## config.mk

```make
export PLATFORM = sky130hd
export DESIGN_NAME = execute_unit_mc_flat
export DESIGN_NICKNAME = d
export VERILOG_FILES = /design/src/rtl/execute_unit_mc_if.sv /design/src/rtl/execute_unit_mc.sv /design/src/flat_wrapper.sv
export SDC_FILE = /design/constraint.sdc
export NUM_CORES = 1
export LEC_CHECK = 0
export ABC_CLOCK_PERIOD_IN_PS = 8660
export BUFFER_PORTS_ARGS = -buffer_cell sky130_fd_sc_hd__buf_4
export CAP_MARGIN = 0
export CORE_ASPECT_RATIO = 1.1
export CORE_MARGIN = 8
export CORE_UTILIZATION = 60
export DETAILED_ROUTE_END_ITERATION = 16
export HOLD_SLACK_MARGIN = 0.15
export PLACE_DENSITY = 0.87
export SYNTH_ARGS = -nofsm -noshare
export SYNTH_HDL_FRONTEND = slang
export SYNTH_SLANG_ARGS = --single-unit
```

## constraint.sdc

```tcl
create_clock -name clk -period 8.66 [get_ports clk]
set_clock_uncertainty 0.2 [all_clocks]
set_input_delay 1.299 -clock clk [delete_from_list [all_inputs] [get_ports clk]]
set_output_delay 1.299 -clock clk [all_outputs]
set_load 0.02 [all_outputs]
```

## src/rtl/execute_unit_mc_if.sv

```systemverilog
// Handshake bundle between the decode buffer, the execute stage and the memory stage.
// The master drives instructions, write-back and back-pressure; the slave returns results.
interface execute_unit_mc_if #(
  parameter int DATA_W = 16,
  parameter int REG_AW = 3,
  parameter int SH_W   = $clog2(DATA_W)
);
  logic              in_valid;
  logic              in_ready;
  logic [3:0]        op;
  logic [DATA_W-1:0] src_a;
  logic [DATA_W-1:0] src_b;
  logic [REG_AW-1:0] rs_a;
  logic [REG_AW-1:0] rs_b;
  logic              use_imm;
  logic [DATA_W-1:0] imm;
  logic [SH_W-1:0]   shamt;
  logic [REG_AW-1:0] rd;
  logic              reg_write;
  logic              flag_en;
  logic              flush;
  logic [REG_AW-1:0] wb_rd;
  logic              wb_reg_write;
  logic [DATA_W-1:0] wb_data;
  logic              out_valid;
  logic              out_ready;
  logic [DATA_W-1:0] result;
  logic [DATA_W-1:0] result_hi;
  logic [REG_AW-1:0] out_rd;
  logic              out_reg_write;
  logic [2:0]        flags;

  modport master (
    output in_valid, op, src_a, src_b, rs_a, rs_b, use_imm, imm, shamt, rd,
           reg_write, flag_en, flush, wb_rd, wb_reg_write, wb_data, out_ready,
    input  in_ready, out_valid, result, result_hi, out_rd, out_reg_write, flags
  );

  modport slave (
    input  in_valid, op, src_a, src_b, rs_a, rs_b, use_imm, imm, shamt, rd,
           reg_write, flag_en, flush, wb_rd, wb_reg_write, wb_data, out_ready,
    output in_ready, out_valid, result, result_hi, out_rd, out_reg_write, flags
  );
endinterface

```

## src/rtl/execute_unit_mc.sv

```systemverilog
// Execute stage: single-cycle ALU plus an iterative shift-add multiplier, with operand
// forwarding, valid/ready handshaking on both sides and a synchronous flush.
module execute_unit_mc #(
  parameter int DATA_W = 16,
  parameter int REG_AW = 3,
  parameter int SH_W   = $clog2(DATA_W)
) (
  input logic              clk,
  input logic              reset,
  execute_unit_mc_if.slave bus
);
  localparam logic [3:0] OP_NOT = 4'd1;
  localparam logic [3:0] OP_INC = 4'd2;
  localparam logic [3:0] OP_DEC = 4'd3;
  localparam logic [3:0] OP_ADD = 4'd4;
  localparam logic [3:0] OP_SUB = 4'd5;
  localparam logic [3:0] OP_AND = 4'd6;
  localparam logic [3:0] OP_OR  = 4'd7;
  localparam logic [3:0] OP_SHL = 4'd8;
  localparam logic [3:0] OP_SHR = 4'd9;
  localparam logic [3:0] OP_MUL = 4'd10;
  localparam logic [3:0] OP_MOV = 4'd11;

  typedef enum logic [1:0] {IDLE, BUSY, DONE} state_t;

  state_t              state_reg, state_next;
  logic [SH_W-1:0]     cnt_reg;
  logic [2*DATA_W-1:0] mcand_reg;
  logic [2*DATA_W-1:0] acc_reg;
  logic [DATA_W-1:0]   mplier_reg;
  logic [REG_AW-1:0]   mul_rd_reg;
  logic                mul_rw_reg;
  logic                mul_fe_reg;

  logic                out_valid_reg;
  logic [DATA_W-1:0]   result_reg;
  logic [DATA_W-1:0]   result_hi_reg;
  logic [REG_AW-1:0]   out_rd_reg;
  logic                out_rw_reg;
  logic [2:0]          flags_reg;

  logic                slot_free;
  logic                in_ready;
  logic                accept;
  logic                accept_alu;
  logic                accept_mul;
  logic                mul_step;
  logic                mul_last;
  logic                load_mul;

  logic [1:0][DATA_W-1:0] src_arr;
  logic [1:0][REG_AW-1:0] rs_arr;
  logic [1:0][DATA_W-1:0] fwd_arr;
  logic [DATA_W-1:0]      op_a;
  logic [DATA_W-1:0]      op_b;

  logic [DATA_W-1:0]   alu_res;
  logic                alu_c;
  logic                alu_nop;
  logic [DATA_W:0]     wide;

  assign slot_free  = !out_valid_reg || bus.out_ready;
  assign accept     = bus.in_valid && in_ready && !bus.flush;
  assign accept_mul = accept && (bus.op == OP_MUL);
  assign accept_alu = accept && (bus.op != OP_MUL);
  assign mul_last   = (cnt_reg == SH_W'(DATA_W - 1));

  assign src_arr[0] = bus.src_a;
  assign src_arr[1] = bus.src_b;
  assign rs_arr[0]  = bus.rs_a;
  assign rs_arr[1]  = bus.rs_b;

  // Own output register beats write-back, which beats the register file.
  generate
    for (genvar gi = 0; gi < 2; gi++) begin : g_fwd
      assign fwd_arr[gi] =
        (out_valid_reg && out_rw_reg && (out_rd_reg == rs_arr[gi])) ? result_reg :
        (bus.wb_reg_write && (bus.wb_rd == rs_arr[gi]))             ? bus.wb_data :
                                                                      src_arr[gi];
    end
  endgenerate

  assign op_a = fwd_arr[0];
  assign op_b = bus.use_imm ? bus.imm : fwd_arr[1];

  always_comb begin : alu
    alu_res = '0;
    alu_c   = flags_reg[2];
    alu_nop = 1'b0;
    wide    = '0;
    case (bus.op)
      OP_NOT: alu_res = ~op_a;
      OP_INC: begin
        wide    = {1'b0, op_a} + (DATA_W + 1)'(1);
        alu_res = wide[DATA_W-1:0];
        alu_c   = wide[DATA_W];
      end
      OP_DEC: begin
        alu_res = op_a - DATA_W'(1);
        alu_c   = (op_a == '0);
      end
      OP_ADD: begin
        wide    = {1'b0, op_a} + {1'b0, op_b};
        alu_res = wide[DATA_W-1:0];
        alu_c   = wide[DATA_W];
      end
      OP_SUB: begin
        alu_res = op_a - op_b;
        alu_c   = (op_a < op_b);
      end
      OP_AND: alu_res = op_a & op_b;
      OP_OR:  alu_res = op_a | op_b;
      // The extra bit on each shift captures the last bit pushed out.
      OP_SHL: begin
        wide    = {1'b0, op_a} << bus.shamt;
        alu_res = wide[DATA_W-1:0];
        if (bus.shamt != '0) alu_c = wide[DATA_W];
      end
      OP_SHR: begin
        wide    = {op_a, 1'b0} >> bus.shamt;
        alu_res = wide[DATA_W:1];
        if (bus.shamt != '0) alu_c = wide[0];
      end
      OP_MOV: alu_res = op_a;
      OP_MUL: alu_res = '0;
      default: alu_nop = 1'b1;
    endcase
  end

  always_ff @(posedge clk or negedge reset) begin : fsm_state
    if (!reset) state_reg <= IDLE;
    else        state_reg <= state_next;
  end

  always_comb begin : fsm_next
    state_next = state_reg;
    if (bus.flush) begin
      state_next = IDLE;
    end else begin
      case (state_reg)
        IDLE:    if (accept_mul) state_next = BUSY;
        BUSY:    if (mul_last)   state_next = DONE;
        DONE:    if (slot_free)  state_next = IDLE;
        default: state_next = IDLE;
      endcase
    end
  end

  always_comb begin : fsm_out
    in_ready = reset && (state_reg == IDLE) && slot_free;
    mul_step = (state_reg == BUSY);
    load_mul = (state_reg == DONE) && slot_free && !bus.flush;
  end

  always_ff @(posedge clk or negedge reset) begin : mul_datapath
    if (!reset) begin
      cnt_reg    <= '0;
      mcand_reg  <= '0;
      acc_reg    <= '0;
      mplier_reg <= '0;
      mul_rd_reg <= '0;
      mul_rw_reg <= 1'b0;
      mul_fe_reg <= 1'b0;
    end else if (accept_mul) begin
      cnt_reg    <= '0;
      mcand_reg  <= {{DATA_W{1'b0}}, op_a};
      acc_reg    <= '0;
      mplier_reg <= op_b;
      mul_rd_reg <= bus.rd;
      mul_rw_reg <= bus.reg_write;
      mul_fe_reg <= bus.flag_en;
    end else if (mul_step) begin
      if (mplier_reg[0]) acc_reg <= acc_reg + mcand_reg;
      mcand_reg  <= mcand_reg << 1;
      mplier_reg <= mplier_reg >> 1;
      cnt_reg    <= cnt_reg + SH_W'(1);
    end
  end

  always_ff @(posedge clk or negedge reset) begin : out_register
    if (!reset) begin
      out_valid_reg <= 1'b0;
      result_reg    <= '0;
      result_hi_reg <= '0;
      out_rd_reg    <= '0;
      out_rw_reg    <= 1'b0;
      flags_reg     <= '0;
    end else if (bus.flush) begin
      out_valid_reg <= 1'b0;
    end else if (load_mul) begin
      out_valid_reg <= 1'b1;
      result_reg    <= acc_reg[DATA_W-1:0];
      result_hi_reg <= acc_reg[2*DATA_W-1:DATA_W];
      out_rd_reg    <= mul_rd_reg;
      out_rw_reg    <= mul_rw_reg;
      if (mul_fe_reg)
        flags_reg <= {acc_reg[2*DATA_W-1:DATA_W] != '0, acc_reg[DATA_W-1],
                      acc_reg[DATA_W-1:0] == '0};
    end else if (accept_alu) begin
      out_valid_reg <= 1'b1;
      result_reg    <= alu_res;
      result_hi_reg <= '0;
      out_rd_reg    <= bus.rd;
      out_rw_reg    <= bus.reg_write && !alu_nop;
      if (bus.flag_en && !alu_nop)
        flags_reg <= {alu_c, alu_res[DATA_W-1], alu_res == '0};
    end else if (bus.out_ready) begin
      out_valid_reg <= 1'b0;
    end
  end

  assign bus.in_ready      = in_ready;
  assign bus.out_valid     = out_valid_reg;
  assign bus.result        = result_reg;
  assign bus.result_hi     = result_hi_reg;
  assign bus.out_rd        = out_rd_reg;
  assign bus.out_reg_write = out_rw_reg;
  assign bus.flags         = flags_reg;
endmodule

```

## src/flat_wrapper.sv

```systemverilog
// flat-port wrapper written by rule: the top's interface ports become plain ports
module execute_unit_mc_flat 
#(
  parameter int DATA_W = 16,
  parameter int REG_AW = 3,
  parameter int SH_W   = $clog2(DATA_W)
)
  (clk, reset, bus_in_valid, bus_op, bus_src_a, bus_src_b, bus_rs_a, bus_rs_b, bus_use_imm, bus_imm, bus_shamt, bus_rd, bus_reg_write, bus_flag_en, bus_flush, bus_wb_rd, bus_wb_reg_write, bus_wb_data, bus_out_ready, bus_in_ready, bus_out_valid, bus_result, bus_result_hi, bus_out_rd, bus_out_reg_write, bus_flags);
  execute_unit_mc_if #(.DATA_W(DATA_W), .REG_AW(REG_AW), .SH_W(SH_W)) bus_i ();
  input logic clk;
  input logic reset;
  input wire logic [$bits(bus_i.in_valid)-1:0] bus_in_valid;
  input wire logic [$bits(bus_i.op)-1:0] bus_op;
  input wire logic [$bits(bus_i.src_a)-1:0] bus_src_a;
  input wire logic [$bits(bus_i.src_b)-1:0] bus_src_b;
  input wire logic [$bits(bus_i.rs_a)-1:0] bus_rs_a;
  input wire logic [$bits(bus_i.rs_b)-1:0] bus_rs_b;
  input wire logic [$bits(bus_i.use_imm)-1:0] bus_use_imm;
  input wire logic [$bits(bus_i.imm)-1:0] bus_imm;
  input wire logic [$bits(bus_i.shamt)-1:0] bus_shamt;
  input wire logic [$bits(bus_i.rd)-1:0] bus_rd;
  input wire logic [$bits(bus_i.reg_write)-1:0] bus_reg_write;
  input wire logic [$bits(bus_i.flag_en)-1:0] bus_flag_en;
  input wire logic [$bits(bus_i.flush)-1:0] bus_flush;
  input wire logic [$bits(bus_i.wb_rd)-1:0] bus_wb_rd;
  input wire logic [$bits(bus_i.wb_reg_write)-1:0] bus_wb_reg_write;
  input wire logic [$bits(bus_i.wb_data)-1:0] bus_wb_data;
  input wire logic [$bits(bus_i.out_ready)-1:0] bus_out_ready;
  output wire logic [$bits(bus_i.in_ready)-1:0] bus_in_ready;
  output wire logic [$bits(bus_i.out_valid)-1:0] bus_out_valid;
  output wire logic [$bits(bus_i.result)-1:0] bus_result;
  output wire logic [$bits(bus_i.result_hi)-1:0] bus_result_hi;
  output wire logic [$bits(bus_i.out_rd)-1:0] bus_out_rd;
  output wire logic [$bits(bus_i.out_reg_write)-1:0] bus_out_reg_write;
  output wire logic [$bits(bus_i.flags)-1:0] bus_flags;
  assign bus_i.in_valid = bus_in_valid;
  assign bus_i.op = bus_op;
  assign bus_i.src_a = bus_src_a;
  assign bus_i.src_b = bus_src_b;
  assign bus_i.rs_a = bus_rs_a;
  assign bus_i.rs_b = bus_rs_b;
  assign bus_i.use_imm = bus_use_imm;
  assign bus_i.imm = bus_imm;
  assign bus_i.shamt = bus_shamt;
  assign bus_i.rd = bus_rd;
  assign bus_i.reg_write = bus_reg_write;
  assign bus_i.flag_en = bus_flag_en;
  assign bus_i.flush = bus_flush;
  assign bus_i.wb_rd = bus_wb_rd;
  assign bus_i.wb_reg_write = bus_wb_reg_write;
  assign bus_i.wb_data = bus_wb_data;
  assign bus_i.out_ready = bus_out_ready;
  assign bus_in_ready = bus_i.in_ready;
  assign bus_out_valid = bus_i.out_valid;
  assign bus_result = bus_i.result;
  assign bus_result_hi = bus_i.result_hi;
  assign bus_out_rd = bus_i.out_rd;
  assign bus_out_reg_write = bus_i.out_reg_write;
  assign bus_flags = bus_i.flags;
  execute_unit_mc #(.DATA_W(DATA_W), .REG_AW(REG_AW), .SH_W(SH_W)) u_core (.clk(clk), .reset(reset), .bus(bus_i));
endmodule
```

# Word level (Yosys, flattened, before mapping)
# Index checks and enable logic that the tools add are counted.
dict set report totals {
  elab_cells 128
  input_bits 93
  memories 0
  register_bits 131
  latchBits 0
  ramBits 0
  rom_bits 0
  out_inout_bits 41
}
dict set report classes {
  mul 0
  shift 2
  n_div 0
  add_sub_neg 6
  bitwise 4
  n_lt_le_gt_ge 1
  n_eq_ne 25
  muxes 39
  reduce_logical 36
}
# operator count
set op_table {}
lappend op_table {{$mux W16} 11}
lappend op_table {{$mux W32} 5}
lappend op_table {{$pmux W16 S10} 1}
lappend op_table {{$logic_not A16 Y1} 3}
lappend op_table {{$add A32 B32 Y32} 1}
lappend op_table {{$eq A4 B4 Y1 const B} 5}
lappend op_table {{$mux W3} 6}
lappend op_table {{$add A16 B1 Y17 const B} 1}
lappend op_table {{$add A16 B16 Y17} 1}
lappend op_table {{$shl A16 B4 Y17} 1}
lappend op_table {{$shr A17 B4 Y17} 1}
lappend op_table {{$and A16 B16 Y16} 1}
lappend op_table {{$eq A4 B3 Y1 const B} 4}
lappend op_table {{$lt A16 B16 Y1} 1}
lappend op_table {{$not A16 Y16} 1}
lappend op_table {{$or A16 B16 Y16} 1}
lappend op_table {{$reduce_bool A16 Y1} 1}
lappend op_table {{$sub A16 B1 Y16 const B} 1}
lappend op_table {{$sub A16 B16 Y16} 1}
lappend op_table {{$logic_and A1 B1 Y1} 15}
lappend op_table {{$eq A3 B3 Y1} 4}
lappend op_table {{$reduce_or A11 Y1} 1}
lappend op_table {{$eq A4 B2 Y1 const B} 2}
lappend op_table {{$mux W1} 8}
lappend op_table {{24 further kinds} 36}

# Logic depth before layout (Yosys ltp)
# Gate-level depths: netlist (run 1).
dict set report depth {
  ltp_word 11
  mapped_depth 22
  depth_no_buf 20
}

# Worst setup path before layout (run 1)
# Ideal clock, no wire load.
dict set report synth_timing {
  path_type {input to register}
  startpoint {input bus_wb_reg_write}
  endpoint {register u_core.flags_reg[0] (netlist: u_core.bus.flags[0])}
  setup_slack_ns 2.226
  n_path_buf 3
  t_required_ns 8.365
  setup_time_ns 0.095
  stages 22
  arrival_time_ns 6.139
  path_cell_list {clkbuf_1 > clkbuf_1 > nand4_1 > clkbuf_1 > mux2i_1 > nor2_1 > a21oi_1 > o21ai_0 > ha_1 > fa_1 > a211oi_1 > o21bai_1 > a21oi_1 > xnor2_1 > nand2_1 > and4_1 > and4_1 > o21ai_0 > nand4b_1 > or4_1 > or4_1 > o32ai_2}
}
dict set report synth_via {
  elab_chain_cells 10
  word_cells_on_any_way 21
  classes_between {add/sub (4); shift (2); mux (9); bitwise (3); reduce/logical (3)}
}
# element line_no
set synth_lines {}
lappend synth_lines {{start, declared} flat_wrapper.sv:26} ;# input wire logic [$bits(bus_i.wb_reg_write)-1:0] bus_wb_reg_write;
lappend synth_lines {{$logic_and A1 B1 Y1} execute_unit_mc.sv:78} ;# (bus.wb_reg_write && (bus.wb_rd == rs_arr[gi])) ? bus.wb_data :
lappend synth_lines {{$mux W16} execute_unit_mc.sv:78}
lappend synth_lines {{$mux W16} execute_unit_mc.sv:77} ;# (out_valid_reg && out_rw_reg && (out_rd_reg == rs_arr[gi])) ? result_reg :
lappend synth_lines {{$mux W16} execute_unit_mc.sv:84} ;# assign op_b = bus.use_imm ? bus.imm : fwd_arr[1];
lappend synth_lines {{$sub A16 B16 Y16, or another cell as far along} execute_unit_mc.sv:108} ;# alu_res = op_a - op_b;
lappend synth_lines {{$pmux W16 S10 (*)} execute_unit_mc.sv:91} ;# case (bus.op)
lappend synth_lines {{$logic_not A16 Y1 (*)} execute_unit_mc.sv:206} ;# flags_reg <= {alu_c, alu_res[DATA_W-1], alu_res == '0};
lappend synth_lines {{$mux W3 (*)} execute_unit_mc.sv:205} ;# if (bus.flag_en && !alu_nop)
lappend synth_lines {{$mux W3 (*)} execute_unit_mc.sv:199} ;# end else if (accept_alu) begin
lappend synth_lines {{$mux W3 (*)} execute_unit_mc.sv:190} ;# end else if (load_mul) begin
lappend synth_lines {{end signal, assigned} execute_unit_mc.sv:197} ;# flags_reg <= {acc_reg[2*DATA_W-1:DATA_W] != '0, acc_reg[DATA_W-1],
lappend synth_lines {{end signal, assigned} execute_unit_mc.sv:206}
lappend synth_lines {{end, declared} execute_unit_mc.sv:40} ;# logic [2:0] flags_reg;
# Every way passes the cells marked *; elsewhere a longest branch is shown, timed or not. The select of a mux whose other input is x is not followed.
# A chain may end at the register's enable or synchronous reset.

# Worst setup path after layout (run 1)
dict set report layout_timing {
  startpoint {input bus_wb_rd[0]}
  endpoint {register u_core.flags_reg[0] (netlist: u_core.bus.flags[0])}
}
dict set report layout_via {
  elab_chain_cells 11
  word_cells_on_any_way 23
  classes_between {add/sub (4); eq/ne (2); shift (2); mux (9); bitwise (3); reduce/logical (3)}
}
# element line_no
set layout_lines {}
lappend layout_lines {{start, declared} flat_wrapper.sv:25} ;# input wire logic [$bits(bus_i.wb_rd)-1:0] bus_wb_rd;
lappend layout_lines {{$eq A3 B3 Y1} execute_unit_mc.sv:78}
lappend layout_lines {{$logic_and A1 B1 Y1} execute_unit_mc.sv:78}
lappend layout_lines {{$mux W16} execute_unit_mc.sv:78}
lappend layout_lines {{$mux W16} execute_unit_mc.sv:77}
lappend layout_lines {{$mux W16} execute_unit_mc.sv:84}
lappend layout_lines {{$sub A16 B16 Y16, or another cell as far along} execute_unit_mc.sv:108}
lappend layout_lines {{$pmux W16 S10 (*)} execute_unit_mc.sv:91}
lappend layout_lines {{$logic_not A16 Y1 (*)} execute_unit_mc.sv:206}
lappend layout_lines {{$mux W3 (*)} execute_unit_mc.sv:205}
lappend layout_lines {{$mux W3 (*)} execute_unit_mc.sv:199}
lappend layout_lines {{$mux W3 (*)} execute_unit_mc.sv:190}
# Marked as above.

==> results.toml, run 1 <==
[floorplan]
die_area_mm2 = 0.02708
core_area_mm2 = 0.02189
die_y_um = 171.8
fp-row-count = 57
io_pins = 134
start_util_pct = 60.47
fp.dieW_um = 157.6

[yosys]
synth_seq_cells = 131
syn_area_mm2 = 0.01324
syn_nets = 1911
synth_edf_count = 0
yosysTopAreaCellShare_pct = 24.76
yosysUniqueCellTypes = 90
synthCells = 1733
syn_area_per_cell_um2 = 7.640
ys.flop_type = "dfrtp_1"
yosys_warnings = 0
ys_seq_area_share_pct = 24.76
yosysTopAreaCell = "dfrtp_1"
ys_async_sr_fraction_pct = 100.0
synthTopCellsByArea = "dfrtp_1 (25%), ha_1 (7.8%), nand2_1 (6.0%)"

[setup_path]
crit_cells = 18
crit_type = "input pin to register"
rr_worst_depth = 18
endpoint = "u_core.bus.flags[0]"
path_cells = "buf_4 -> xnor2_2 -> nand4_4 -> a221oi_1 -> nor2_1 -> ha_1 -> nor2_1 -> a211oi_1 -> o21bai_1 -> a21oi_1 -> mux2i_1 -> a21oi_1 -> nand4b_1 -> nor4_1 -> nand4b_1 -> or4_1 -> or4_1 -> o32ai_2"
path_delay_family = "simple AND/OR/NAND/NOR gates"
crit_required_ns = 8.80
regToRegStartpoint = "u_core.bus.out_rd[1]"
setup.worst_path.start = "bus_wb_rd[0]"
slowest_stage = "a221oi_1"
reg2reg_slack_ns = 2.04
r2r_end = "u_core.bus.flags[0]"
cp_max_fo = 24
slowest_delay_ns = 0.77
critical_path_arrival_ns = 7.46
critPathCaptureType = "register"
worstSetupStartpointType = "input pin"
path_buf_inv = 1

[clocking]
cts_max_level = 4
root_buffer = "clkbuf_16"
cts_max_path_buffers = 2
tritoncts = "yes"
clock_latency_ns = 0.43
post_cts_resized = 0
cts_hold_buf = 0
cts.reportedPaths.clkPinSlew_ns = 0.07
numCtsBuffers = 17
post-cts-setup-buffers = 0
cts_sinks = 131

[drt]
wl_um = 60450
viasPerCell = 7.513
drc_errors = 0
drtAntennaViolNets = 0
routedWlPerCell_um = 28.61
firstDrtPassIters = 6
vias = 15880
detail_route.iter0.violations = 2559

[finish]
seqCellArea_mm2 = 0.003278
drive_above_1_share_pct = 14.25
finalNonFillerCells = 2113
final_common_cell = "nand2_1"
antenna_cells = 0
final_cell_mix = "nand2_1 (213), nor2_1 (169), buf_4 (160)"
final_area_mm2 = 0.01495
finalNetCount = 1983
fillers = 1745
area_growth_syn_to_layout_pct = 12.91
multiInputGateArea_mm2 = 0.009269

[power_and_ir_drop]
powerDensity_mw_per_mm2 = 229.8
ir_drop_mv = 0.3424
p_leak_nw = 6.661

[sta]
clock.fmax_mhz = 136.7
tightest_slew_ns = 1.562
rsz0062_at_grt = "false"
setup_tns_ns = 0
drv_slew = 5
setup_ws_ns = 1.342
hold_viol = 0
slew-limit-headroom_pct = -5.112
finalSetupViolCount = 0
fin_crit_sh_pct = 84.50
period_minus_slack_ns = 7.318

[placement]
placed_cell_area_mm2 = 0.01439
hpwl_um = 43360
io_buffers = 133
place_inst = 2081
routabilityCongestion = 1.068
post-place-ws_ns = 1.184

[run_status]
violations = "capacitance limit, slew limit"
outcome = "finished, violations left"

[hold_path]
hold_class = "register to register"
whs_path_depth = 2

[global_route]
track_usage_pct = 44.47
antenna_found_initial = 1
grt_max_degree = 71
grt_pass1_vias = 15310
grt_pass1_wl_um = 91630
overflow = 0

[flow_run]
maxCapViolCount = 1
cell type report:
type	count	area share, %
Sequential cell	131	21.93
Clock buffer	17	2.846
Timing Repair Buffer	161	8.110
Multi-Input combinational cell	1425	62.00
Tap cell	295	2.469
Inverter	69	1.733
Clock inverter	15	0.9123
stage by stage:
stage	total power (W)	util (%)	hold slack, ns
finish	0.003435	68.28	0.2789
global route	0.003554	68.28	0.3214
CTS	0.003324	68.28	0.2793
detailed placement	0.002552	65.71	0.2633
global placement	0.002473	65.71	0.2575
floorplan	0.002026	-	0.2455
per-layer routing:
metal  part of all wire, %  track usage, %  vias up
li1                      -               -     6552
met1                    34           52.05     7406
met2                    45           71.26     1514
met3                    13           10.40      401
met4                   8.2           30.99        2
met5                 0.020               0        -
where the power goes:
part           leakage (nW)  switching [W]  internal [W]
clock                 0.265       0.000317      0.000378
combinational          4.83        0.00108      0.000651
sequential             1.56       0.000245      0.000766
worst register-to-register path, cell delays in order, from the launching register on:
cell and delay [ns]:
dfrtp_1 0.46, xor2_1 0.34, or4_1 0.79, buf_4 0.34
nor2_1 0.09, nor2_1 0.52, ha_1 0.45, nor2_1 0.26
nand2_1 0.17, or3_1 0.41, nand2_1 0.09, mux2i_1 0.10
a21oi_1 0.15, nand4b_1 0.12, nor4_1 0.59, nand4b_1 0.18
or4_1 0.55, or4_1 0.51, o32ai_2 0.20
logic make-up (layout without fill, tap and decap cells):
family / count (synthesis) / count (layout) / share of synthesized area [%]
and+or+nand+nor: 620 / 620 / 22.08
AOI/OAI and AO/OA: 595 / 595 / 29.64
buffers and inverters: 177 / 262 / 5.623
DFF: 131 / 131 / 24.76
adders and majority gates: 86 / 86 / 8.231
xor gates and xnor gates: 70 / 70 / 4.687
muxes: 54 / 54 / 4.990
cells in the mapped netlist (6+ instances only):
cell type,instances
dfrtp_1,131
ha_1,83
a221oi_2,11
mux2_2,6
a22oi_1,31
o211ai_1,28
and3_1,27
o32ai_1,17
xnor2_1,37
inv_2,6
a22o_1,20
nor4_1,18
o21ai_0,152
buf_6,6
a21oi_1,130
mux2i_1,39
a221oi_1,15
o22ai_1,22
o21ai_1,9
a21o_1,18
nor2_1,169
inv_1,60
buf_1,9
or2_2,10
clkbuf_1,87
a31oi_1,34
or3_1,13
xor2_1,32
a211o_1,6
nor2b_1,18
nand2b_1,12
nand2_1,213
o21a_1,8
nor3_1,33
a211oi_1,24
o31ai_1,7
a2111oi_0,6
nand3_1,52
nand4_1,16
o21bai_1,11
worst min path at each step:
stage / startpoint / end / slack [ns]
2_1_floorplan: u_core.mul_rd_reg[0] / u_core.mul_rd_reg[0] / 0.25
3_3_place_gp: u_core.mul_rw_reg / u_core.mul_rw_reg / 0.26
3_5_place_dp: u_core.mul_fe_reg / u_core.mul_fe_reg / 0.26
4_1_cts: u_core.mul_fe_reg / u_core.mul_fe_reg / 0.28
5_1_grt: u_core.bus.result_hi[1] / u_core.bus.result_hi[1] / 0.32
6_report: u_core.mul_fe_reg / u_core.mul_fe_reg / 0.28
Note: power is estimated with default switching activity, not from simulation.
==> run 2: changes to the inputs <==
Settings changed: ABC_CLOCK_PERIOD_IN_PS 8660 to 6000, CORE_UTILIZATION 60 to 55, PLACE_DENSITY 0.87 to 0.84.
Clock period 8.66 ns to 6 ns, I/O delays scaled along.
==> run 2 against run 1 <==
The flow now finishes without violations; routed wire length is 5.7% higher; final cell count rose by 5.9%; total power is 51% higher; sequential share of layout area shrank 1.3 points; flip-flop and latch count did not move; global-route usage shrank 1.6 points; clock-buffer cell count unchanged; combinational power rose by 54%; via count up 2.3%; critical endpoint unchanged; largest cell class unchanged; largest power group unchanged.
==> results.toml, run 2 (same netlist as run 1, synthesis figures left out) <==
[finish]
area_growth_syn_to_layout_pct = 20.04
multiInputGateArea_mm2 = 0.009271
final_area_mm2 = 0.01589
finalNetCount = 2097
drive_above_1_share_pct = 19.31
final_common_cell = "buf_4"
final_cell_mix = "buf_4 (271), nand2_1 (213), nor2_1 (169)"
fin_util_pct = 67.28
antenna_cells = 0
fillers = 1853
seqCellArea_mm2 = 0.003278

[clocking]
numCtsBuffers = 17
cts_sinks = 131
cts_hold_buf = 0
root_buffer = "clkbuf_16"
post_cts_resized = 0
cts_max_path_buffers = 2
cts_max_level = 4
post-cts-setup-buffers = 0
clock_latency_ns = 0.44
tritoncts = "yes"
cts.reportedPaths.clkPinSlew_ns = 0.06

[power_and_ir_drop]
finalPower_w = 0.005200
ir_drop_mv = 0.3943
powerDensity_mw_per_mm2 = 327.1
p_leak_nw = 7.249

[drt]
firstDrtPassIters = 9
viasPerCell = 7.263
vias = 16250
drtAntennaViolNets = 0
routedWlPerCell_um = 28.56
wl_um = 63890
detail_route.iter0.violations = 2618
drc_errors = 0

[floorplan]
fp-row-count = 59
start_util_pct = 56.05
fp.dieW_um = 163.9
die_y_um = 178.7
io_pins = 134
die_area_mm2 = 0.02930
core_area_mm2 = 0.02362

[hold_path]
hold_class = "register to register"

[run_status]
outcome = "finished, final reports clean"

[sta]
finalSetupViolCount = 0
drv_slew = 0
setup_tns_ns = 0
clock.fmax_mhz = 175.5
hold_viol = 0
tightest_slew_ns = 1.436
rsz0062_at_grt = "false"
fin_crit_sh_pct = 94.97
period_minus_slack_ns = 5.698
slew-limit-headroom_pct = 3.913

[placement]
placed_cell_area_mm2 = 0.01530
hpwl_um = 46320
io_buffers = 133
routabilityCongestion = 1.066

[setup_path]
crit_type = "input pin to register"
critPathCaptureType = "register"
crit_required_ns = 6.13
worstSetupStartpointType = "input pin"
critical_path_arrival_ns = 5.83
cp_max_fo = 3

[global_route]
grt_pass1_vias = 15780
antenna_found_initial = 2
overflow = 0
track_usage_pct = 42.85
grt_pass1_wl_um = 95520
grt_max_degree = 72

[flow_run]
maxCapViolCount = 0
==> run 2: cell types whose count changed in the layout (fill, tap and decap cells not counted), sizes merged <==
cell      delta
buf        +114
bufinv       +2
clkinv       +2
clkinvlp     -2
inv          -2
==> run 2: through the flow <==
stage          cells  hold slack, ns  worst slack, ns
6_report        2237          0.2800           0.3016
3_3_place_gp    2205          0.2577           0.1532
2_1_floorplan   1733          0.2455          0.03479
5_1_grt         2237          0.3037          0.04208
4_1_cts         2237          0.2797           0.4233
3_5_place_dp    2205          0.2624          0.01689
==> run 2: critical path: stages <==
cell	delay, ns
buf_4	0.14
xnor2_1	0.23
nand4_1	0.25
mux2i_1	0.21
nor2_1	0.05
a21oi_1	0.12
o21ai_0	0.13
ha_1	0.27
fa_1	0.48
a211oi_1	0.52
o21bai_1	0.15
a21oi_1	0.20
xnor2_1	0.09
nand2_1	0.08
and4_1	0.17
and4_1	0.23
o21ai_0	0.12
nand4b_1	0.20
or4_1	0.54
or4_1	0.51
o32ai_2	0.23
==> run 2: metal layers <==
metal | global-route usage, % | share of wire, % | up-vias
met5 | 0 | 0.050 | -
met1 | 48.88 | 35 | 7544
met4 | 28.92 | 8.2 | 4
met3 | 11.23 | 12 | 438
met2 | 69.83 | 45 | 1481
li1 | - | - | 6780
==> run 2: where the power goes <==
group / internal (W) / switching [W]
Combinational: 0.00104 / 0.00162
Clock: 0.000624 / 0.000445
Sequential: 0.00111 / 0.000369
Total: 0.00277 / 0.00243
==> run 2: layout make-up <==
cell class	instances	share of cell area [%]
Inverter	69	1.630
Clock inverter	15	1.086
Timing Repair Buffer	275	13.25
Clock buffer	17	2.677
Tap cell	305	2.401
Sequential cell	131	20.63
Multi-Input combinational cell	1425	58.33
==> run 2: worst paths after layout <==
path | start | to | slack, ns | cells after the start
setup / recovery | bus_wb_rd[0] | u_core.bus.flags[0] | 0.30 | 21
hold / removal | u_core.mul_rd_reg[2] | u_core.mul_rd_reg[2] | 0.28 | 2
setup reg to reg | u_core.bus.out_rd[1] | u_core.bus.flags[0] | 0.45 | 19
hold reg to reg | u_core.mul_rd_reg[2] | u_core.mul_rd_reg[2] | 0.28 | 2
max in group asynchronous | reset | u_core.bus.flags[2] | 3.73 | 3
min in group asynchronous | reset | u_core.bus.result_hi[8] | 0.43 | 2
==> run 3: changes to the inputs <==
==> constraint.sdc (replaced) <==
create_clock -name clk -period 6 [get_ports clk]
set_clock_uncertainty 0.2 [all_clocks]
set_input_delay 0.9 -clock clk [delete_from_list [all_inputs] [get_ports clk]]
set_output_delay 0.9 -clock clk [all_outputs]
set_load 0.1 [all_outputs]
==> run 3 against run 2 <==
The flow now finishes with violations (capacitance limit); first-iteration DRC count is 1.8% lower; total power up 6.1%; via count is 0.12% higher; worst setup slack better by 0.013 ns; final cell count increased by 0.13%; die area unchanged; critical path type unchanged; critical endpoint unchanged; largest cell class unchanged.
==> results.toml, run 3 (same netlist as run 1, synthesis figures left out) <==
[floorplan]
die_area_mm2 = 0.02930
io_pins = 134
die_y_um = 178.7
fp-row-count = 59
start_util_pct = 56.05
fp.dieW_um = 163.9
core_area_mm2 = 0.02362

[sta]
drv_slew = 0
fin_crit_sh_pct = 94.76
slew-limit-headroom_pct = 0.1486
rsz0062_at_grt = "false"
tightest_slew_ns = 1.482
clock.fmax_mhz = 175.9
finalSetupViolCount = 0
period_minus_slack_ns = 5.685
hold_viol = 0
hold_ws_ns = 0.2976
setup_tns_ns = 0

[run_status]
outcome = "finished, violations left"
violations = "capacitance limit"

[finish]
finalNetCount = 2098
fin_util_pct = 67.58
area_growth_syn_to_layout_pct = 20.57
drive_above_1_share_pct = 19.45
final_cell_mix = "buf_4 (272), nand2_1 (213), nor2_1 (169)"
final_common_cell = "buf_4"
fillers = 1841
final_area_mm2 = 0.01596

[global_route]
grt_pass1_vias = 15920
track_usage_pct = 43.31
antenna_found_initial = 1
grt_max_degree = 78
overflow = 0
grt_pass1_wl_um = 96660

[clocking]
cts_max_level = 4
post_cts_resized = 0
tritoncts = "yes"
cts_max_path_buffers = 2
clock_latency_ns = 0.43
cts_sinks = 131
numCtsBuffers = 17
cts.reportedPaths.clkPinSlew_ns = 0.07
root_buffer = "clkbuf_16"
cts_hold_buf = 0
post-cts-setup-buffers = 0

[placement]
hpwl_um = 47110
io_buffers = 133
routabilityCongestion = 1.057
placed_cell_area_mm2 = 0.01531

[drt]
detail_route.iter0.violations = 2572
routedWlPerCell_um = 28.73
drtAntennaViolNets = 0
firstDrtPassIters = 6
vias = 16270
viasPerCell = 7.262
drc_errors = 0
wl_um = 64360

[setup_path]
crit_type = "input pin to register"
cp_common_cell = "or4_1"
cp_max_fo = 7
slowest_delay_ns = 0.52
slowest_stage = "or4_1"
path_cells = "buf_4 -> xnor2_2 -> a41oi_1 -> or3_1 -> and2_1 -> ha_1 -> a211o_1 -> a21oi_1 -> o21bai_1 -> xor2_1 -> a22oi_1 -> o311a_1 -> o21ai_0 -> a211oi_1 -> o211ai_1 -> or4_1 -> or4_1 -> o32ai_2"
critical_path_arrival_ns = 5.81
worstSetupStartpointType = "input pin"
critPathCaptureType = "register"
path_delay_family = "compound AO/OA/AOI/OAI gates"
crit_required_ns = 6.12
path_buf_inv = 1

[power_and_ir_drop]
p_leak_nw = 7.283
finalPower_w = 0.005517
powerDensity_mw_per_mm2 = 345.6
ir_drop_mv = 0.4526

[flow_run]
maxCapViolCount = 1

[hold_path]
hold_class = "register to register"
-- run 3: changes by cell type in the layout (fill, tap and decap cells not counted), sizes merged --
cell      previous run  this run
inv                 73        72
clkinvlp             2         0
diode                0         2
clkinv               7         8
buf                275       276
bufinv               2         4
-- run 3: path summary, 6_finish.rpt --
kind,from,end,slack (ns),depth (start not counted)
setup reg to reg,u_core.bus.out_rd[2],u_core.bus.flags[0],0.42,18
max in group asynchronous,reset,u_core.mcand_reg[10],3.71,3
min in group asynchronous,reset,u_core.bus.result_hi[12],0.41,2
hold / removal,u_core.mul_fe_reg,u_core.mul_fe_reg,0.30,2
hold reg to reg,u_core.mul_fe_reg,u_core.mul_fe_reg,0.30,2
setup / recovery,bus_wb_rd[0],u_core.bus.flags[0],0.31,18
-- run 3: power breakdown --
group          total (W)  switching, W  internal (W)  leakage, nW
clock network    0.00115      0.000440      0.000708        0.315
registers        0.00147      0.000366       0.00111         1.56
logic            0.00290       0.00186       0.00104         5.41
total            0.00552       0.00267       0.00285         7.28
-- run 3: area by class of cell --
type | count | area, um2 | share of cell area, %
multi-input cells | 1425 | 9283 | 58.15
clock inverters | 15 | 219.0 | 1.372
repair buffers | 276 | 2113 | 13.24
clock buffers | 17 | 425.4 | 2.665
flip-flops and latches | 131 | 3278 | 20.53
well taps | 305 | 381.6 | 2.390
diodes | 2 | 5.005 | 0.03135
inverters | 69 | 259.0 | 1.622
-- run 3: tightest hold or removal path, cell delays in order (launching register included) --
cell     delay [ns]
dfrtp_1        0.35
nand2_1        0.06
nand2_1        0.06
-- run 3: routing by layer --
metal | part of all wire [%] | global-route usage (%)
met1 | 35 | 50.42
met2 | 45 | 69.69
met3 | 12 | 9.738
met4 | 8.4 | 31.08
met5 | 0 | 0
-- run 3: through the flow --
| stage | setup slack, ns | cells |
|---|---|---|
| finish | 0.3145 | 2240 |
| global route | 0.008682 | 2238 |
| CTS | 0.3908 | 2238 |
| detailed placement | 0.03845 | 2206 |
| global placement | 0.08611 | 2206 |
| floorplan | 0.02661 | 1733 |
